===== src/rtl/lsu_wb_master.sv =====
// rtl/lsu_wb_master.sv - single-beat Wishbone classic bus master behind the load/store unit
module lsu_wb_master #(
  parameter int unsigned TIMEOUT = 255
) (
  input  logic        clk_i,
  input  logic        rst_i,
  input  logic [31:0] lsu_adr_i,
  input  logic [31:0] lsu_dat_i,
  input  logic [3:0]  lsu_sel_i,
  input  logic        lsu_write_enable_i,
  input  logic        lsu_read_enable_i,
  output logic [31:0] lsu_dat_o,
  output logic        lsu_ready_o,
  output logic        lsu_busy_o,
  output logic        lsu_bus_err_o,
  output logic [31:0] wbm_adr_o,
  output logic [31:0] wbm_dat_o,
  output logic [3:0]  wbm_sel_o,
  output logic        wbm_we_o,
  output logic        wbm_cyc_o,
  output logic        wbm_stb_o,
  input  logic [31:0] wbm_dat_i,
  input  logic        wbm_ack_i,
  input  logic        wbm_err_i
);

  localparam logic [1:0] ST_IDLE = 2'd0;
  localparam logic [1:0] ST_BUS  = 2'd1;
  localparam logic [1:0] ST_DONE = 2'd2;

  // Last BUS-cycle count value before the transaction is abandoned.
  localparam logic [15:0] TMO_LAST = 16'(TIMEOUT - 1);

  logic [1:0]  state_q, state_d;
  logic [31:0] adr_q, adr_d;
  logic [31:0] dat_q, dat_d;
  logic [3:0]  sel_q, sel_d;
  logic        we_q, we_d;
  logic        cyc_q, cyc_d;
  logic        stb_q, stb_d;
  logic        busy_q, busy_d;
  logic        ready_q, ready_d;
  logic        bus_err_q, bus_err_d;
  logic [31:0] rdata_q, rdata_d;
  logic [15:0] cnt_q, cnt_d;

  // Next-state logic: latch in IDLE, wait for ack/err/timeout in BUS, pulse ready in DONE.
  always_comb begin
    state_d   = state_q;
    adr_d     = adr_q;
    dat_d     = dat_q;
    sel_d     = sel_q;
    we_d      = we_q;
    cyc_d     = cyc_q;
    stb_d     = stb_q;
    busy_d    = busy_q;
    ready_d   = 1'b0;
    bus_err_d = 1'b0;
    rdata_d   = rdata_q;
    cnt_d     = cnt_q;

    case (state_q)
      ST_IDLE: begin
        if (lsu_write_enable_i || lsu_read_enable_i) begin
          adr_d   = lsu_adr_i;
          dat_d   = lsu_dat_i;
          sel_d   = lsu_sel_i;
          // Write takes precedence when both enables are asserted.
          we_d    = lsu_write_enable_i;
          cyc_d   = 1'b1;
          stb_d   = 1'b1;
          busy_d  = 1'b1;
          cnt_d   = 16'd0;
          state_d = ST_BUS;
        end
      end

      ST_BUS: begin
        cnt_d = cnt_q + 16'd1;
        if (wbm_err_i || wbm_ack_i || (cnt_q == TMO_LAST)) begin
          state_d   = ST_DONE;
          cyc_d     = 1'b0;
          stb_d     = 1'b0;
          we_d      = 1'b0;
          busy_d    = 1'b0;
          ready_d   = 1'b1;
          // An ack only counts as success when err is not raised alongside it.
          bus_err_d = wbm_err_i || !wbm_ack_i;
          if (wbm_ack_i && !wbm_err_i && !we_q) begin
            rdata_d = wbm_dat_i;
          end
        end
      end

      ST_DONE: begin
        // Requests seen here are ignored; the requester is still holding the old one.
        state_d = ST_IDLE;
      end

      default: begin
        state_d = ST_IDLE;
      end
    endcase
  end

  // State and output registers, asynchronously cleared.
  always_ff @(posedge clk_i or negedge rst_i) begin
    if (!rst_i) begin
      state_q   <= ST_IDLE;
      adr_q     <= 32'd0;
      dat_q     <= 32'd0;
      sel_q     <= 4'd0;
      we_q      <= 1'b0;
      cyc_q     <= 1'b0;
      stb_q     <= 1'b0;
      busy_q    <= 1'b0;
      ready_q   <= 1'b0;
      bus_err_q <= 1'b0;
      rdata_q   <= 32'd0;
      cnt_q     <= 16'd0;
    end else begin
      state_q   <= state_d;
      adr_q     <= adr_d;
      dat_q     <= dat_d;
      sel_q     <= sel_d;
      we_q      <= we_d;
      cyc_q     <= cyc_d;
      stb_q     <= stb_d;
      busy_q    <= busy_d;
      ready_q   <= ready_d;
      bus_err_q <= bus_err_d;
      rdata_q   <= rdata_d;
      cnt_q     <= cnt_d;
    end
  end

  assign wbm_adr_o     = adr_q;
  assign wbm_dat_o     = dat_q;
  assign wbm_sel_o     = sel_q;
  assign wbm_we_o      = we_q;
  assign wbm_cyc_o     = cyc_q;
  assign wbm_stb_o     = stb_q;
  assign lsu_busy_o    = busy_q;
  assign lsu_ready_o   = ready_q;
  assign lsu_bus_err_o = bus_err_q;
  assign lsu_dat_o     = rdata_q;

endmodule


===== config.mk =====
export PLATFORM = sky130hd
export DESIGN_NAME = lsu_wb_master
export DESIGN_NICKNAME = d
export VERILOG_FILES = /design/src/rtl/lsu_wb_master.sv
export SDC_FILE = /design/constraint.sdc
export NUM_CORES = 1
export LEC_CHECK = 0
export ABC_AREA = 1
export CAP_MARGIN = 10
export CORE_ASPECT_RATIO = 1.75
export CORE_MARGIN = 5
export CORE_UTILIZATION = 40
export CTS_BUF_LIST = sky130_fd_sc_hd__clkbuf_8
export CTS_CLUSTER_DIAMETER = 120
export DETAILED_ROUTE_END_ITERATION = 10
export DONT_BUFFER_PORTS = 1
export PLACE_DENSITY = 0.6
export SYNTH_ARGS = -nofsm -noshare
export SYNTH_HDL_FRONTEND = slang
export SYNTH_SLANG_ARGS = --single-unit

===== constraint.sdc =====
create_clock -name clk_i -period 1.6 [get_ports clk_i]
set_clock_uncertainty 0.05 [all_clocks]
set_input_delay 0.32 -clock clk_i [delete_from_list [all_inputs] [get_ports clk_i]]
set_output_delay 0.32 -clock clk_i [all_outputs]
set_load 0.02 [all_outputs]

==> results.yml <==
grt:
  overflow: 0
  grt_pass1_wl_mm: 21.3
  grt_max_degree: 123
  grt_usage_pct: 18.4
  antenna_found_initial: 0
  first_global_vias: 4265
logic_synthesis:
  synth_area_leaders: "dfrtp_1, nand2_1, o21ai_0, inv_1, nor2_1"
  ys_seq_elements: 122
  avgSynthCellArea_sq_um: 8.40
  syn_nets: 703
  syn_inst: 595
  ys_warn_count: 0
  netlist_area_sq_um: 5000
  synth_top_area_cell: "dfrtp_1"
  yosysSeqAreaShare_pct: 61.1
  ys_types: 23
  synth_top_area_share_pct: 61.1
power:
  p_switching_uw: 5680
  p_leak_uw: 0.00340
  peakVddDrop_mv: 0.931
  p_comb_share_pct: 22.0
  seq_power_share_pct: 54.9
  p_int_uw: 7190
  pwr-share-clk_pct: 23.1
  sw_frac_of_total_pct: 44.1
  power_density_nw_per_um2: 1940
min_path:
  hp-class: "input pin to asynchronous set/reset pin"
sta:
  fin_crit_ns: 1.49
  whs_ns: -0.457
  rsz0062_at_grt: "no"
  fin_crit_sh_pct: 92.9
  worst_pin_slew_ns: 0.574
  relSlewSlack_pct: 61.7
  setup_violations: 0
  maxSlewViolCount: 0
  final.setup.tns_ns: 0
  fmax_mhz: 673
  hold_viol_final: 122
flow_run:
  cap_violations: 0
cells_and_area:
  seqCellArea_sq_um: 3050
  layout.nets: 809
  area_growth_pct: 32.8
  n_fill_cell: 1111
  fin_util_pct: 53.7
  drive_above_1_share_pct: 6.60
  layout_commonest_cell: "nand2_1"
  layout_common_cells: "nand2_1, dfrtp_1, dlygate4sd3_1"
  multiInputGateArea_sq_um: 1630
floorplan:
  initial_core_util_pct: 40.4
  die_area_sq_um: 14900
  die_y_microns: 158
  core_sq_um: 12400
  io-pin-count: 212
  die_w_microns: 94.5
  num_rows: 54
worst_setup_path:
  endpoint: "wbm_stb_o"
  critPathKind: "flop to output port"
  r2r-start: "cnt_q[0]$_DFFE_PN0P_"
  worstPathMaxFanout: 4
  rr_endpoint: "cnt_q[8]$_DFFE_PN0P_"
  r2r_slack_ns: 0.13
  crit_path_end_kind: "output port"
  crit_start: "lsu_busy_o$_DFFE_PN0P_"
  cp.required_ns: 1.23
  worst_setup_path_start_kind: "flop"
  worst-path-stages: 0
  r2r_cells: 6
  arrival_ns: 1.12
placement:
  dpl.hpwl_mm: 8.77
  port_buffers: 0
  place_congestion: 0.826
clock_network:
  insertion_delay_ns: 0.41
  postCtsHoldBufs: 101
  clkTransAtPathRegs_ns: 0.08
  clockRootBuffer: "clkbuf_8"
  clock-sinks: 122
  cts_buffer_depth: 2
  cts_tree: "done"
  ctsHtreeMaxLevel: 4
  numCtsBuffers: 17
routing:
  drc: 0
  firstDrtPassIters: 4
  drtAntennaViolNets: 0
  vias: 4205
  drt-vias-per-instance: 4.77
  routed_wl_mm: 13.6
  first_iter_violations: 261
  wl_per_cell_microns: 15.4
outcome:
  status: "complete, but fails checks"
  violations: "hold timing"
cells in the mapped netlist (all sizes together):
| library cell | number |
|---|---|
| clkbuf | 7 |
| ha | 2 |
| nand2 | 291 |
| or2 | 1 |
| nor3 | 2 |
| nand4 | 5 |
| o21ai | 43 |
| nand3 | 12 |
| o211ai | 1 |
| a21boi | 1 |
| inv | 54 |
| o21bai | 2 |
| buf | 17 |
| nor2 | 31 |
| a21oi | 3 |
| dfrtp | 122 |
| xor2 | 1 |
kinds of logic after synthesis:
group / Yosys count / share of synthesized area, %
buf+inv: 78 / 6.38
fa+ha+maj: 2 / 0.500
flops: 122 / 61.1
compound gates: 50 / 5.21
simple gates: 342 / 26.7
xor+xnor: 1 / 0.175
worst reg2reg max path: cells and delay by family (launching register included):
family                     cells  cell delay (ns)
buffers and inverters          1             0.10
AOI/OAI and AO/OA              1             0.14
and+or+nand+nor                2             0.32
xor gates and xnor gates       1             0.15
adders and majority gates      1             0.24
DFF                            1             0.40
state kept, by name (all words and copies together) (netlist names), 2 cells and up:
name,count
cnt_q,16
lsu_dat_o,32
state_q,2
wbm_adr_o,32
wbm_dat_o,32
wbm_sel_o,4
how the worst min path moves through the flow:
stage | cells past startpoint | startpoint | slack [ns] | endpoint
after floorplan | 0 | rst_i | -0.03 | cnt_q[0]$_DFFE_PN0P_
after global placement | 0 | rst_i | -0.02 | lsu_bus_err_o$_DFF_PN0_
after detailed placement | 0 | rst_i | -0.02 | wbm_dat_o[15]$_DFFE_PN0P_
after CTS | 0 | rst_i | -0.50 | lsu_dat_o[24]$_DFFE_PN0P_
after global routing | 0 | rst_i | -0.51 | lsu_dat_o[23]$_DFFE_PN0P_
final | 0 | rst_i | -0.46 | lsu_dat_o[27]$_DFFE_PN0P_
through the flow:
step           power [uW]  setup WS, ns  cells  area, sq um
3_5_place_dp         9710        0.0843    749         5180
2_1_floorplan        8750         0.215    595         5000
5_1_grt             13700        0.0290    880         6640
4_1_cts             12900        0.0717    880         6620
3_3_place_gp         9570         0.117    749         5180
6_report            12900         0.114    881         6640
layer usage:
| metal | up-vias | part of all wire [%] | track usage, % |
|---|---|---|---|
| li1 | 2020 | - | - |
| met4 | 0 | 3.3 | 8.74 |
| met3 | 41 | 8.2 | 6.75 |
| met5 | - | 0 | 0 |
| met1 | 1958 | 34 | 19.4 |
| met2 | 186 | 54 | 32.2 |
final cells by class:
class | count | share of cell area, %
Antenna cell | 1 | 0.0377
Tap cell | 168 | 3.17
Inverter | 54 | 3.09
Clock buffer | 17 | 3.52
Sequential cell | 122 | 46.0
Clock inverter | 13 | 2.92
Multi-Input combinational cell | 395 | 24.6
Timing Repair Buffer | 111 | 16.7
power groups by stage:
stage	registers (uW)	clock network [uW]	logic, uW
after floorplan	6700	0	2060
after global placement	7100	0	2460
after detailed placement	7100	0	2610
after CTS	7080	3070	2790
after global routing	7220	3190	3330
final	7070	2970	2830
timing repair:
action,4_1_cts,5_1_grt
buffers inserted,0,0
endpoints found under the setup margin,0,31
hold endpoints to repair,223,122
resized for setup,0,6
Note: power is estimated with default switching activity, not from simulation.
